## src/rtl/execute_stage_pkg.sv

```systemverilog
// Shared encodings for the EX stage: ALU operation codes (as emitted by the
// ALU decoder) and forwarding-select codes (as emitted by the hazard unit).
package execute_stage_pkg;

   localparam logic [2:0] ALU_ADD = 3'b000;
   localparam logic [2:0] ALU_SUB = 3'b001;
   localparam logic [2:0] ALU_AND = 3'b010;
   localparam logic [2:0] ALU_OR  = 3'b011;
   localparam logic [2:0] ALU_SLT = 3'b101;

   localparam logic [1:0] FWD_RF  = 2'b00;
   localparam logic [1:0] FWD_WB  = 2'b01;
   localparam logic [1:0] FWD_MEM = 2'b10;

endpackage

```

## src/rtl/execute_stage_alu.sv

```systemverilog
// Combinational ALU for the EX stage. Zero always reflects SrcA - SrcB so the
// branch comparison works regardless of which operation is selected.
module execute_stage_alu
   import execute_stage_pkg::*;
#(
   parameter int XLEN = 32
) (
   input  logic [XLEN-1:0] SrcA_i,
   input  logic [XLEN-1:0] SrcB_i,
   input  logic [2:0]      ALUControl_i,
   output logic [XLEN-1:0] ALUResult_o,
   output logic            Zero_o
);

   logic [XLEN-1:0] diff;
   logic            lt;

   assign diff   = SrcA_i - SrcB_i;
   assign Zero_o = (diff == '0);
   assign lt     = ($signed(SrcA_i) < $signed(SrcB_i));

   // Operation select; unused codes yield zero
   always_comb begin
      ALUResult_o = '0;
      case (ALUControl_i)
         ALU_ADD: ALUResult_o = SrcA_i + SrcB_i;
         ALU_SUB: ALUResult_o = diff;
         ALU_AND: ALUResult_o = SrcA_i & SrcB_i;
         ALU_OR:  ALUResult_o = SrcA_i | SrcB_i;
         ALU_SLT: ALUResult_o = {{(XLEN-1){1'b0}}, lt};
         default: ALUResult_o = '0;
      endcase
   end

endmodule

```

## src/rtl/execute_stage.sv

```systemverilog
// EX pipeline stage: operand forwarding, ALU, branch resolution and the
// single-entry EX/MEM boundary register with valid/ready, stall and flush.
module execute_stage
   import execute_stage_pkg::*;
#(
   parameter int XLEN       = 32,
   parameter int REG_ADDR_W = 5
) (
   input  logic                  clk,
   input  logic                  rst_n,
   input  logic                  flush,
   input  logic                  in_valid,
   output logic                  in_ready,
   input  logic [2:0]            ALUControl,
   input  logic                  ALUSrc,
   input  logic [1:0]            ForwardA,
   input  logic [1:0]            ForwardB,
   input  logic [XLEN-1:0]       RD1,
   input  logic [XLEN-1:0]       RD2,
   input  logic [XLEN-1:0]       ImmExt,
   input  logic [XLEN-1:0]       PC,
   input  logic [XLEN-1:0]       PCPlus4,
   input  logic [XLEN-1:0]       ResultW,
   input  logic [REG_ADDR_W-1:0] RdE,
   input  logic                  RegWriteE,
   input  logic                  MemWriteE,
   input  logic                  BranchE,
   input  logic                  JumpE,
   input  logic [1:0]            ResultSrcE,
   output logic                  PCSrcE,
   output logic [XLEN-1:0]       PCTargetE,
   output logic                  out_valid,
   input  logic                  out_ready,
   output logic [XLEN-1:0]       ALUResultM,
   output logic [XLEN-1:0]       WriteDataM,
   output logic [XLEN-1:0]       PCPlus4M,
   output logic [REG_ADDR_W-1:0] RdM,
   output logic                  RegWriteM,
   output logic                  MemWriteM,
   output logic [1:0]            ResultSrcM
);

   logic [XLEN-1:0]       src_a, fwd_b, src_b, alu_result;
   logic                  zero, load, capture, drain;

   logic                  valid_q, valid_d;
   logic [XLEN-1:0]       alu_q, alu_d;
   logic [XLEN-1:0]       wdata_q, wdata_d;
   logic [XLEN-1:0]       pc4_q, pc4_d;
   logic [REG_ADDR_W-1:0] rd_q, rd_d;
   logic                  regw_q, regw_d;
   logic                  memw_q, memw_d;
   logic [1:0]            rsrc_q, rsrc_d;

   // Operand A forwarding; code 11 aliases the register-file value
   always_comb begin
      case (ForwardA)
         FWD_WB:  src_a = ResultW;
         FWD_MEM: src_a = alu_q;
         default: src_a = RD1;
      endcase
   end

   // Operand B forwarding; the forwarded value is also the store data
   always_comb begin
      case (ForwardB)
         FWD_WB:  fwd_b = ResultW;
         FWD_MEM: fwd_b = alu_q;
         default: fwd_b = RD2;
      endcase
   end

   assign src_b = ALUSrc ? ImmExt : fwd_b;

   execute_stage_alu #(
      .XLEN(XLEN)
   ) u_alu (
      .SrcA_i      (src_a),
      .SrcB_i      (src_b),
      .ALUControl_i(ALUControl),
      .ALUResult_o (alu_result),
      .Zero_o      (zero)
   );

   assign PCTargetE = PC + ImmExt;

   // Single entry, no skid buffer: accept when empty or when draining this edge
   assign in_ready = ~valid_q | out_ready;
   assign load     = in_valid & in_ready;
   assign capture  = load & ~flush;
   assign drain    = valid_q & out_ready;

   // Redirect only for an instruction that actually enters the register
   assign PCSrcE = capture & ((BranchE & zero) | JumpE);

   // Next-state for the EX/MEM register: capture, bubble, drain or hold
   always_comb begin
      valid_d = valid_q;
      alu_d   = alu_q;
      wdata_d = wdata_q;
      pc4_d   = pc4_q;
      rd_d    = rd_q;
      regw_d  = regw_q;
      memw_d  = memw_q;
      rsrc_d  = rsrc_q;
      if (capture) begin
         valid_d = 1'b1;
         alu_d   = alu_result;
         wdata_d = fwd_b;
         pc4_d   = PCPlus4;
         rd_d    = RdE;
         regw_d  = RegWriteE;
         memw_d  = MemWriteE;
         rsrc_d  = ResultSrcE;
      end else if (load | drain) begin
         // Flushed accept or plain drain: leave a bubble with write enables low
         valid_d = 1'b0;
         regw_d  = 1'b0;
         memw_d  = 1'b0;
      end
   end

   // EX/MEM register with asynchronous clear
   always_ff @(posedge clk or negedge rst_n) begin
      if (!rst_n) begin
         valid_q <= 1'b0;
         alu_q   <= '0;
         wdata_q <= '0;
         pc4_q   <= '0;
         rd_q    <= '0;
         regw_q  <= 1'b0;
         memw_q  <= 1'b0;
         rsrc_q  <= '0;
      end else begin
         valid_q <= valid_d;
         alu_q   <= alu_d;
         wdata_q <= wdata_d;
         pc4_q   <= pc4_d;
         rd_q    <= rd_d;
         regw_q  <= regw_d;
         memw_q  <= memw_d;
         rsrc_q  <= rsrc_d;
      end
   end

   assign out_valid  = valid_q;
   assign ALUResultM = alu_q;
   assign WriteDataM = wdata_q;
   assign PCPlus4M   = pc4_q;
   assign RdM        = rd_q;
   assign RegWriteM  = regw_q;
   assign MemWriteM  = memw_q;
   assign ResultSrcM = rsrc_q;

endmodule

```

## config.mk

```make
export PLATFORM = sky130hd
export DESIGN_NAME = execute_stage
export DESIGN_NICKNAME = d
export VERILOG_FILES = /design/src/rtl/execute_stage_pkg.sv /design/src/rtl/execute_stage_alu.sv /design/src/rtl/execute_stage.sv
export SDC_FILE = /design/constraint.sdc
export NUM_CORES = 1
export LEC_CHECK = 0
export CORE_MARGIN = 3
export CORE_UTILIZATION = 50
export CTS_CLUSTER_DIAMETER = 40
export DETAILED_ROUTE_END_ITERATION = 10
export DONT_BUFFER_PORTS = 1
export GPL_ROUTABILITY_DRIVEN = 1
export PLACE_DENSITY_LB_ADDON = 0.1
export SYNTH_ARGS = -nofsm -noshare
export SYNTH_HDL_FRONTEND = slang
export SYNTH_SLANG_ARGS = --single-unit
```

## constraint.sdc

```tcl
create_clock -name clk -period 9.4 [get_ports clk]
set_clock_uncertainty 0.1 [all_clocks]
set_input_delay 1.88 -clock clk [delete_from_list [all_inputs] [get_ports clk]]
set_output_delay 1.88 -clock clk [all_outputs]
set_load 0.01 [all_outputs]
```

==> flow_summary.yaml, run 1 <==
global_routing:
  grt_pass1_vias: 11729
  grt_util_all_layers_pct: 32.59
  grt_pass1_wl_mm: 67.98
  grt.overflow.total: 0
  antenna_found_initial: 2
  grt_max_degree: 107
power:
  leakage_nw: 5.669
  p_per_area_nw_per_um2: 158.0
  ir_worst_vdd_uv: 87.11
floorplanning:
  die_w_um: 162.4
  coreArea_um2: 23750
  num_rows: 56
  ioPinCount: 356
  start_util_pct: 51.46
  die_area_um2: 26360
  die_h_um: 162.4
route:
  drtAntennaViolNets: 0
  routed_wl_mm: 44.64
  drt_iter0_markers: 1199
  vias: 12499
  drc: 0
  drt-wirelength-per-cell_um: 22.97
  firstDrtPassIters: 5
  via_per_inst: 6.433
sta:
  slew_violations: 0
  relSlewSlack_pct: 18.51
  grt_setup_unrepaired: "no"
  worst_hold_slack_ns: 0.4477
  setup_tns_ns: 0
  hold_viol: 0
  setup_viol: 0
  max_freq_mhz: 117.8
  fin_crit_sh_pct: 90.28
  tightest_slew_ns: 1.218
  min_period_ns: 8.486
clock_tree:
  cts_num_sinks: 106
  cts.repair.resized: 0
  cts-htree-levels: 3
  clk_pin_slew_ns: 0.07
  cts_hold_buf: 0
  cts_buffers: 9
  cts.path.max_buffers: 2
  clkLatencyLatePin_ns: 0.37
  cts_setup_buffers: 0
  cts_tree: "built"
  root_buffer: "clkbuf_16"
cells_and_area:
  layout_common_cells: "296 x nand2_1, 164 x o21ai_0, 129 x ha_1, 125 x nor2_1, 125 x a21oi_1"
  post-route-util_pct: 53.31
  area_delta_synth_final_pct: 3.593
  layout.nets: 1969
  mostFrequentLayoutCell: "nand2_1"
  fin_area_um2: 12660
  drive_gt1_share_pct: 3.943
setup_path:
  slowest_delay_ns: 0.67
  crit_buf_inv: 2
  start_kind: "primary input"
  end_kind: "primary output"
  slowest_stage: "ha_1"
  crit_fanout: 13
  worstPathCellList: "inv_1 -> ha_1 -> buf_4 -> a22oi_1 -> nor2_1 -> a21oi_1 -> o21ai_0 -> ha_1 -> nor2_1 -> a2111oi_0 -> o311a_1 -> a21bo_1 -> nor4_1 -> a211oi_1 -> nand4_1 -> nor4_1 -> nand4_1 -> nand2_1"
  arrival_ns: 6.51
  required_ns: 7.42
  worstSetupPathType: "in2out"
  cp_top_family: "compound AO/OA/AOI/OAI gates"
outcome:
  status: "complete, no violations"
place:
  gp_congestion: 0.9723
  placed_area_um2: 12380
  io_buffers: 0
  dp_hpwl_mm: 34.21
synth:
  yosysSeqAreaShare_pct: 21.70
  synthArstFlopShare_pct: 100.0
  syn_area_per_cell_um2: 7.216
  synth_edf_count: 0
  ys_warn_count: 0
  ys_ff_latch: 106
  syn-cell-area_um2: 12220
  synth_nets: 2044
  syn_inst: 1694
  synth_ff_type: "dfrtp_1"
  synth_cell_types: 90
run:
  max_cap_viol_count: 0
hold_path:
  hold_path.class: "reg2reg"
final timing paths:
check,slack [ns],cells after the start,startpoint,to
max in group asynchronous,7.96,0,rst_n,ALUResultM[9]$_DFFE_PN0P_
hold / removal,0.45,2,PCPlus4M[23]$_DFFE_PN0P_,PCPlus4M[23]$_DFFE_PN0P_
setup reg to reg,4.54,17,ALUResultM[0]$_DFFE_PN0P_,ALUResultM[22]$_DFFE_PN0P_
hold reg to reg,0.45,2,PCPlus4M[23]$_DFFE_PN0P_,PCPlus4M[23]$_DFFE_PN0P_
setup / recovery,0.91,18,ForwardB[1],PCSrcE
min in group asynchronous,1.10,0,rst_n,PCPlus4M[6]$_DFFE_PN0P_
synth_stat cells, types with 4 or more instances:
cell type | count | area share [%]
a211oi_1 | 16 | 0.98
a21o_1 | 24 | 1.5
a21oi_1 | 125 | 5.1
a221o_1 | 5 | 0.41
a221oi_1 | 15 | 1.1
a22oi_1 | 73 | 4.5
a31oi_1 | 11 | 0.56
a32o_1 | 4 | 0.33
a32oi_1 | 5 | 0.36
a41oi_1 | 4 | 0.29
and2_1 | 5 | 0.26
and3_1 | 10 | 0.51
buf_1 | 8 | 0.25
buf_2 | 7 | 0.29
clkbuf_1 | 84 | 2.6
dfrtp_1 | 106 | 22
ha_1 | 131 | 13
inv_1 | 118 | 3.6
mux2i_1 | 9 | 0.74
nand2_1 | 297 | 9.1
nand2b_1 | 17 | 0.87
nand3_1 | 24 | 0.98
nand4_1 | 10 | 0.51
nor2_1 | 127 | 3.9
nor2b_1 | 25 | 1.3
nor3_1 | 26 | 1.1
nor4_1 | 12 | 0.61
o2111ai_1 | 4 | 0.29
o211ai_1 | 14 | 0.86
o21a_1 | 15 | 0.92
o21ai_0 | 164 | 6.7
o21ai_1 | 6 | 0.25
o21bai_1 | 11 | 0.68
o221ai_1 | 7 | 0.50
o22ai_1 | 6 | 0.31
o311ai_0 | 4 | 0.29
o31a_1 | 6 | 0.43
o31ai_1 | 10 | 0.61
or3_1 | 4 | 0.20
xnor2_1 | 52 | 3.7
xor2_1 | 12 | 0.86
where the power goes:
group	internal, mW	leakage (nW)	total (mW)	switching (mW)
combinational	0.357	4.17	0.964	0.607
clock	0.186	0.140	0.391	0.205
sequential	0.529	1.36	0.646	0.116
cells by family (layout without fill, tap and decap cells):
kind of cell    after synthesis  after routing  synth area share, %
flops                       106            106                21.70
xor+xnor                     64             64                4.585
mux                          10             10               0.8291
fa+ha+maj                   134            134                13.90
compound gates              577            577                30.87
other cells                   0              1                    0
buf+inv                     221            150                6.991
simple gates                582            582                21.13
metrics by stage:
step / worst slack [ns] / std cells / power [mW]
CTS: 1.011 / 1942 / 1.993
detailed placement: 1.035 / 1927 / 1.599
global placement: 1.098 / 1927 / 1.590
floorplan: 1.838 / 1694 / 1.367
global route: 0.5791 / 1943 / 2.141
finish: 0.9136 / 1943 / 2.001
layout make-up:
cell class	count	area, µm²
fill	2391	11090
multi-input combinational	1367	8756
sequential	106	2653
inverter	118	442.9
tap	319	399.1
clock buffer	9	225.2
timing repair buffer	17	127.6
clock inverter	6	57.56
antenna	1	2.502
metal layers:
layer	part of all wire [%]	track usage, %	vias up
li1	-	-	5863
met1	42	42.66	5948
met2	45	51.45	608
met3	11	10.50	78
met4	2.7	9.926	2
met5	0.029	0	-
flip-flops by register name (all words and copies together) (netlist names):
register / count
PCPlus4M: 32
MemWriteM: 1
ALUResultM: 32
out_valid: 1
WriteDataM: 32
RdM: 5
ResultSrcM: 2
RegWriteM: 1
worst reg2reg max path, cell delays in order (launching register included):
cell and delay [ns]:
dfrtp_1 0.50, a22oi_1 0.13, nor2_1 0.12, a21oi_1 0.06
o21ai_0 0.35, ha_1 0.29, inv_1 0.08, fa_1 0.46
nor2b_1 0.22, o2111ai_1 0.22, a31o_2 0.32, a21oi_1 0.26
o21ai_1 0.16, a21oi_1 0.45, a21oi_1 0.25, a221oi_1 0.32
o21bai_1 0.25, a22oi_1 0.14
No activity file was read; power rests on OpenSTA's default activity.
==> run 2: changes to the inputs <==
Settings changed: HOLD_SLACK_MARGIN set to 0.08.
==> results of run 2 <==
Final layout, timing and power as in run 1 (identical DEF).
==> run 3: changes to the inputs <==
Settings changed: ABC_CLOCK_PERIOD_IN_PS set to 9400.
==> results of run 3 <==
Final layout, timing and power as in run 1 (identical DEF).
